### config.mk
export PLATFORM = sky130hd
export DESIGN_NAME = unary_pair_tx_12_flat
export DESIGN_NICKNAME = d
export VERILOG_FILES = /design/src/rtl/unary_pair_tx_12_pkg.sv /design/src/rtl/unary_pair_tx_12_if.sv /design/src/rtl/unary_chan_12.sv /design/src/rtl/unary_pair_tx_12.sv /design/src/flat_wrapper.sv
export SDC_FILE = /design/constraint.sdc
export NUM_CORES = 1
export LEC_CHECK = 0
export BUFFER_PORTS_ARGS = -buffer_cell sky130_fd_sc_hd__buf_2
export CORE_MARGIN = 1.5
export CORE_UTILIZATION = 55
export CTS_CLUSTER_SIZE = 24
export DETAILED_ROUTE_END_ITERATION = 8
export PLACE_DENSITY_LB_ADDON = 0.12
export SLEW_MARGIN = 25
export SYNTH_ARGS = -nofsm -noshare
export SYNTH_HDL_FRONTEND = slang
export SYNTH_SLANG_ARGS = --single-unit
### constraint.sdc
create_clock -name clk -period 2.6 [get_ports clk]
set_input_delay 0.52 -clock clk [delete_from_list [all_inputs] [get_ports clk]]
set_output_delay 0.52 -clock clk [all_outputs]
set_load 0.02 [all_outputs]
### src/rtl/unary_pair_tx_12_pkg.sv
// ----------------------------------------------------------------------------
// unary_pair_tx_12_pkg
// Shared definitions for the dual-channel unary pulse transmitter:
//   UNARY_W    - width of each channel's pulse count
//   UNARY_MAX  - largest count a channel can be loaded with
//   count_t    - count type used on the bus and inside the channel counters
//   state_t    - transmitter sequencing states
//   is_last()  - true when a counter is at or below one, i.e. it reads zero
//                once the current cycle's decrement has been applied
// ----------------------------------------------------------------------------
package unary_pair_tx_12_pkg;

   localparam int UNARY_W = 12;

   typedef logic [UNARY_W-1:0] count_t;

   localparam count_t UNARY_MAX = count_t'(4095);

   typedef enum logic [1:0] {
      IDLE = 2'd0,
      SEND = 2'd1,
      GAP  = 2'd2,
      DONE = 2'd3
   } state_t;

   function automatic logic is_last(input count_t value);
      return value <= count_t'(1);
   endfunction

endpackage

### src/rtl/unary_pair_tx_12_if.sv
// ----------------------------------------------------------------------------
// unary_pair_tx_12_if
// Bundles the request and stream signals of the unary pair transmitter.
//   load   - start request (master -> slave), honoured only while ready=1
//   din_a  - pulse count for channel A
//   din_b  - pulse count for channel B
//   gap    - 1 = idle cycle between pulse cycles, captured at load
//   en     - 0 = pause the transmitter
//   a_out  - unary stream A (slave -> master)
//   b_out  - unary stream B
//   ready  - transmitter idle and able to take a load
//   done   - single-cycle completion pulse
// Modports: master drives requests, slave (the transmitter) drives streams.
// ----------------------------------------------------------------------------
interface unary_pair_tx_12_if;
   import unary_pair_tx_12_pkg::*;

   logic   load;
   count_t din_a;
   count_t din_b;
   logic   gap;
   logic   en;
   logic   a_out;
   logic   b_out;
   logic   ready;
   logic   done;

   modport master (
      output load, din_a, din_b, gap, en,
      input  a_out, b_out, ready, done
   );

   modport slave (
      input  load, din_a, din_b, gap, en,
      output a_out, b_out, ready, done
   );

endinterface

### src/rtl/unary_chan_12.sv
// ----------------------------------------------------------------------------
// unary_chan_12
// One channel of the unary transmitter: a loadable down-counter that holds
// the number of pulses still owed on this channel.
//   clk       - rising-edge clock
//   rst       - synchronous active-high reset, clears the count
//   load      - capture load_val into the counter
//   load_val  - pulse count to capture
//   dec       - consume one pulse this cycle (ignored once the count is zero)
//   pulse     - count is non-zero, so this channel owes a pulse this cycle
//   last      - count will be zero after this cycle's decrement
// ----------------------------------------------------------------------------
module unary_chan_12
   import unary_pair_tx_12_pkg::*;
(
   input  logic   clk,
   input  logic   rst,
   input  logic   load,
   input  count_t load_val,
   input  logic   dec,
   output logic   pulse,
   output logic   last
);

   count_t rem_q;
   count_t rem_d;

   // Load wins over decrement; a zero count saturates so a channel that
   // finishes early simply stays quiet while its partner keeps going.
   always_comb begin
      rem_d = rem_q;
      if (load) begin
         rem_d = load_val;
      end else if (dec && (rem_q != '0)) begin
         rem_d = rem_q - count_t'(1);
      end
   end

   always_ff @(posedge clk) begin
      if (rst) begin
         rem_q <= '0;
      end else begin
         rem_q <= rem_d;
      end
   end

   assign pulse = (rem_q != '0);
   assign last  = is_last(rem_q);

endmodule

### src/rtl/unary_pair_tx_12.sv
// ----------------------------------------------------------------------------
// unary_pair_tx_12
// Dual-channel unary transmitter. A load captures two 12-bit counts and a gap
// option; the block then emits din_a high cycles on a_out and din_b high
// cycles on b_out, both channels starting in the same cycle, optionally with
// an idle cycle between pulse cycles, and finishes with a one-cycle done.
//   clk   - rising-edge clock
//   rst   - synchronous active-high reset, aborts any transfer silently
//   bus   - unary_pair_tx_12_if slave modport (load/din_a/din_b/gap/en in,
//           a_out/b_out/ready/done out)
// Pulse outputs and done are decoded from registered state and counters and
// gated by en, so a paused cycle shows nothing and consumes nothing.
// ----------------------------------------------------------------------------
module unary_pair_tx_12
   import unary_pair_tx_12_pkg::*;
(
   input  logic               clk,
   input  logic               rst,
   unary_pair_tx_12_if.slave  bus
);

   state_t state_q;
   state_t state_d;
   logic   gap_flag_q;
   logic   gap_flag_d;

   logic   chan_load;
   logic   chan_dec;
   logic   pulse_a;
   logic   pulse_b;
   logic   last_a;
   logic   last_b;

   logic   a_out_c;
   logic   b_out_c;
   logic   ready_c;
   logic   done_c;

   unary_chan_12 u_chan_a (
      .clk      (clk),
      .rst      (rst),
      .load     (chan_load),
      .load_val (bus.din_a),
      .dec      (chan_dec),
      .pulse    (pulse_a),
      .last     (last_a)
   );

   unary_chan_12 u_chan_b (
      .clk      (clk),
      .rst      (rst),
      .load     (chan_load),
      .load_val (bus.din_b),
      .dec      (chan_dec),
      .pulse    (pulse_b),
      .last     (last_b)
   );

   // Next-state and output decode. Every state holds still while en=0, which
   // is what freezes the counters and pushes a pending done out to the first
   // enabled cycle.
   always_comb begin
      state_d    = state_q;
      gap_flag_d = gap_flag_q;
      chan_load  = 1'b0;
      chan_dec   = 1'b0;
      a_out_c    = 1'b0;
      b_out_c    = 1'b0;
      done_c     = 1'b0;
      ready_c    = (state_q == IDLE);

      case (state_q)
         IDLE: begin
            if (bus.load && bus.en) begin
               chan_load  = 1'b1;
               gap_flag_d = bus.gap;
               // Two zero counts have nothing to send; finish straight away.
               if ((bus.din_a == '0) && (bus.din_b == '0)) begin
                  state_d = DONE;
               end else begin
                  state_d = SEND;
               end
            end
         end

         SEND: begin
            if (bus.en) begin
               a_out_c  = pulse_a;
               b_out_c  = pulse_b;
               chan_dec = 1'b1;
               // Finishing is checked before the gap so that no idle cycle
               // trails the final pulse.
               if (last_a && last_b) begin
                  state_d = DONE;
               end else if (gap_flag_q) begin
                  state_d = GAP;
               end
            end
         end

         GAP: begin
            if (bus.en) begin
               state_d = SEND;
            end
         end

         DONE: begin
            if (bus.en) begin
               done_c  = 1'b1;
               state_d = IDLE;
            end
         end

         default: begin
            state_d = IDLE;
         end
      endcase
   end

   always_ff @(posedge clk) begin
      if (rst) begin
         state_q    <= IDLE;
         gap_flag_q <= 1'b0;
      end else begin
         state_q    <= state_d;
         gap_flag_q <= gap_flag_d;
      end
   end

   assign bus.a_out = a_out_c;
   assign bus.b_out = b_out_c;
   assign bus.ready = ready_c;
   assign bus.done  = done_c;

endmodule
### src/flat_wrapper.sv
// flat-port wrapper written by rule: the top's interface ports become plain ports
module unary_pair_tx_12_flat import unary_pair_tx_12_pkg::*;
  (clk, rst, bus_load, bus_din_a, bus_din_b, bus_gap, bus_en, bus_a_out, bus_b_out, bus_ready, bus_done);
  unary_pair_tx_12_if bus_i ();
  input  logic clk;
  input  logic rst;
  input wire logic [$bits(bus_i.load)-1:0] bus_load;
  input wire logic [$bits(bus_i.din_a)-1:0] bus_din_a;
  input wire logic [$bits(bus_i.din_b)-1:0] bus_din_b;
  input wire logic [$bits(bus_i.gap)-1:0] bus_gap;
  input wire logic [$bits(bus_i.en)-1:0] bus_en;
  output wire logic [$bits(bus_i.a_out)-1:0] bus_a_out;
  output wire logic [$bits(bus_i.b_out)-1:0] bus_b_out;
  output wire logic [$bits(bus_i.ready)-1:0] bus_ready;
  output wire logic [$bits(bus_i.done)-1:0] bus_done;
  assign bus_i.load = bus_load;
  assign bus_i.din_a = bus_din_a;
  assign bus_i.din_b = bus_din_b;
  assign bus_i.gap = bus_gap;
  assign bus_i.en = bus_en;
  assign bus_a_out = bus_i.a_out;
  assign bus_b_out = bus_i.b_out;
  assign bus_ready = bus_i.ready;
  assign bus_done = bus_i.done;
  unary_pair_tx_12 u_core (.clk(clk), .rst(rst), .bus(bus_i));
endmodule
==> impl_metrics.py <==
metrics = {
    "setup_path": {
        "worst_ep_required_time_ns": 2.08,
        "crit_chain": "inv_1 -> ha_1 -> or3b_4 -> o41ai_2 -> inv_1 -> buf_2",
        "cp_max_fo": 6,
        "critPathCaptureType": "primary output",
        "critPathMaxStageDelay_ns": 0.43,
        "path_class": "reg -> out",
        "start_kind": "flop",
        "arrival_ns": 1.96,
        "cp_common_cell": "inv_1",
        "cp_num_buf_inv": 3,
        "critPathSlowestCell": "or3b_4",
        "critPathTopFamily": "simple AND/OR/NAND/NOR gates",
    },
    "timing": {
        "skew_ns": 0.00114,
        "slew_headroom_pct": 63.5,
        "worstMarginPinSlew_ns": 0.543,
        "fmax_ghz": 0.403,
        "rsz0062_at_grt": "false",
        "hold_ws_ns": 0.409,
        "maxSlewViolCount": 0,
        "finalHoldViolCount": 0,
        "tns_ns": 0,
        "setup_viol_count_final": 0,
        "layout_min_cycle_time_ns": 2.48,
        "fin_crit_sh_pct": 95.3,
    },
    "final_layout": {
        "drive_gt1_share_pct": 22.4,
        "nets": 286,
        "final_cell_mix": "buf_2, dfxtp_1, nand2_1",
        "syn_to_final_growth_pct": 15.1,
        "layout_commonest_cell": "buf_2",
        "num_antenna_cells": 0,
        "fill_cells": 294,
    },
    "synth": {
        "synth_top_family_by_area": "compound AO/OA/AOI/OAI gates",
        "synthArstFlopShare_pct": 0,
        "yosys_warnings": 0,
        "syn_nets": 255,
        "synth_ff_type": "dfxtp_1",
        "synth_edf_count": 0,
        "synth_cell_types": 51,
        "synth_xor_area_share_pct": 0,
        "synth.area.mux_share_pct": 0.557,
        "yosys.area_share.simple_pct": 29.3,
        "synthAdderAreaFrac_pct": 4.18,
        "avgSynthCellArea_sq_um": 8.16,
        "yosys_register_bits": 27,
        "netlist_instances": 220,
        "ys_seq_area_share_pct": 30.1,
        "synth_compound_area_share_pct": 30.7,
        "synthesis.area_sq_um": 1800,
    },
    "placed_design": {
        "port_buffers": 32,
        "gp_congestion": 0.913,
        "hpwl_um": 3650,
    },
    "cts": {
        "cts_root_buf": "clkbuf_4",
        "clk_latency_ns": 0.32,
        "post-cts-setup-buffers": 0,
        "numCtsBuffers": 3,
        "clockBufferDepth": 2,
        "path_clk_slew_ns": 0.14,
        "cts_tree": "yes",
        "postCtsHoldBufs": 0,
        "cts_sinks": 27,
        "cts_max_level": 1,
    },
    "route": {
        "vias_per_cell": 6.54,
        "via_count": 1923,
        "drc": 0,
        "wl_per_cell_um": 16.8,
        "first_pass_iters": 4,
        "drt_iter0_markers": 179,
        "final_antenna_net_count": 0,
        "totalWireLength_um": 4930,
    },
    "die": {
        "die_w_um": 60.1,
        "die_y_um": 60.1,
        "ios": 33,
        "die_area_sq_um": 3620,
        "initial_core_util_pct": 58.3,
        "rows": 20,
        "design.core.area_sq_um": 3080,
    },
    "grt": {
        "first_global_vias": 1826,
        "antenna_found_initial": 0,
        "grt_usage_pct": 29.9,
        "grt_pass1_wl_um": 8350,
        "grt-ovfl-total": 0,
        "grt_max_degree": 22,
    },
    "min_path": {
        "hold_path_class": "in -> reg",
    },
    "status": {
        "status": "finished clean",
    },
    "run": {
        "maxCapViolCount": 0,
    },
    "power": {
        "leakagePower_nw": 0.763,
        "peakVddDrop_mv": 0.429,
        "pwr_density_cell_nw_per_um2": 545,
    },
}
-- power by group --
| part | internal, mW | switching [mW] |
|---|---|---|
| logic | 0.185 | 0.249 |
| clock network | 0.0602 | 0.126 |
| registers | 0.453 | 0.0531 |
| total | 0.698 | 0.428 |
-- logic make-up (layout without fill, tap and decap cells) --
group / count (synthesis) / after routing
AO/OA/AOI/OAI: 75 / 75
flip-flops: 27 / 27
multiplexers: 1 / 1
AND/OR/NAND/NOR: 89 / 89
adder cells (fa/ha/maj): 6 / 6
buffers and inverters: 22 / 52
-- final cells by class --
type                            count  area [sq um]  share of cell area (%)
Tap cell                           44          55.1                    2.66
Clock buffer                        4          26.3                    1.27
Inverter                            8          30.0                    1.45
Multi-Input combinational cell    171          1190                    57.7
Timing Repair Buffer               40           220                    10.7
Sequential cell                    27           542                    26.2
-- synth_stat cells, types with 4 or more instances --
| cell | n | area (sq um) |
|---|---|---|
| and3_1 | 4 | 25.0 |
| inv_1 | 8 | 30.0 |
| ha_1 | 6 | 75.1 |
| o21ai_0 | 11 | 55.1 |
| nand2_1 | 16 | 60.1 |
| a31oi_1 | 7 | 43.8 |
| a211oi_1 | 4 | 30.0 |
| o211ai_1 | 11 | 82.6 |
| clkbuf_1 | 11 | 41.3 |
| dfxtp_1 | 27 | 541 |
| nand3_1 | 11 | 55.1 |
| or3_1 | 9 | 56.3 |
| nor4_1 | 11 | 68.8 |
| nor2_1 | 9 | 33.8 |
| or4_1 | 9 | 67.6 |
| a21oi_1 | 12 | 60.1 |
-- metal layers --
layer / GRT usage [%] / up-vias / routed length [um]
met5: 0 / - / 0
met4: 6.35 / 0 / 21
met3: 5.84 / 4 / 310
met2: 50.9 / 75 / 2420
met1: 38.9 / 896 / 2180
li1: - / 948 / -
-- registers in the layout (all words and copies together), names as in the netlist --
register               flops
u_core.state_q             2
u_core.u_chan_b.rem_q     12
u_core.u_chan_a.rem_q     12
u_core.gap_flag_q          1
-- through the flow --
stage          std cells  util [%]  instance area (sq um)  total power, mW  setup WS [ns]
5_1_grt              294      67.2                   2070             1.20         0.0277
6_report             294      67.2                   2070             1.13          0.122
3_5_place_dp         290      65.8                   2020            0.918          0.326
4_1_cts              294      66.7                   2050             1.11         0.0722
2_1_floorplan        220         -                   1800            0.798          0.298
3_3_place_gp         290      65.8                   2020            0.913          0.365
-- worst paths after layout --
kind,from,to,slack (ns),cells past startpoint
worst max-delay path,u_core.u_chan_b.rem_q[0],bus_b_out,0.12,6
worst min-delay path,bus_gap,u_core.gap_flag_q,0.41,3
worst max register to register,u_core.u_chan_b.rem_q[0],u_core.u_chan_b.rem_q[5],0.46,6
worst min register to register,u_core.gap_flag_q,u_core.gap_flag_q,0.49,2
-- worst register-to-register path, delay by kind of cell, from the launching register on --
family                   cells  cell delay (ns)
AO/OA/AOI/OAI                2             0.42
adder cells (fa/ha/maj)      1             0.20
flip-flops                   1             0.39
AND/OR/NAND/NOR              2             0.94
buffers and inverters        1             0.12
-- timing repair --
| action | 4_1_cts | 5_1_grt |
|---|---|---|
| gates cloned | 0 | 0 |
| setup endpoints to repair | 1 | 2 |
| resized for setup | 1 | 4 |
| pin swaps | 1 | 0 |
Power figures use the tool's default switching activity.
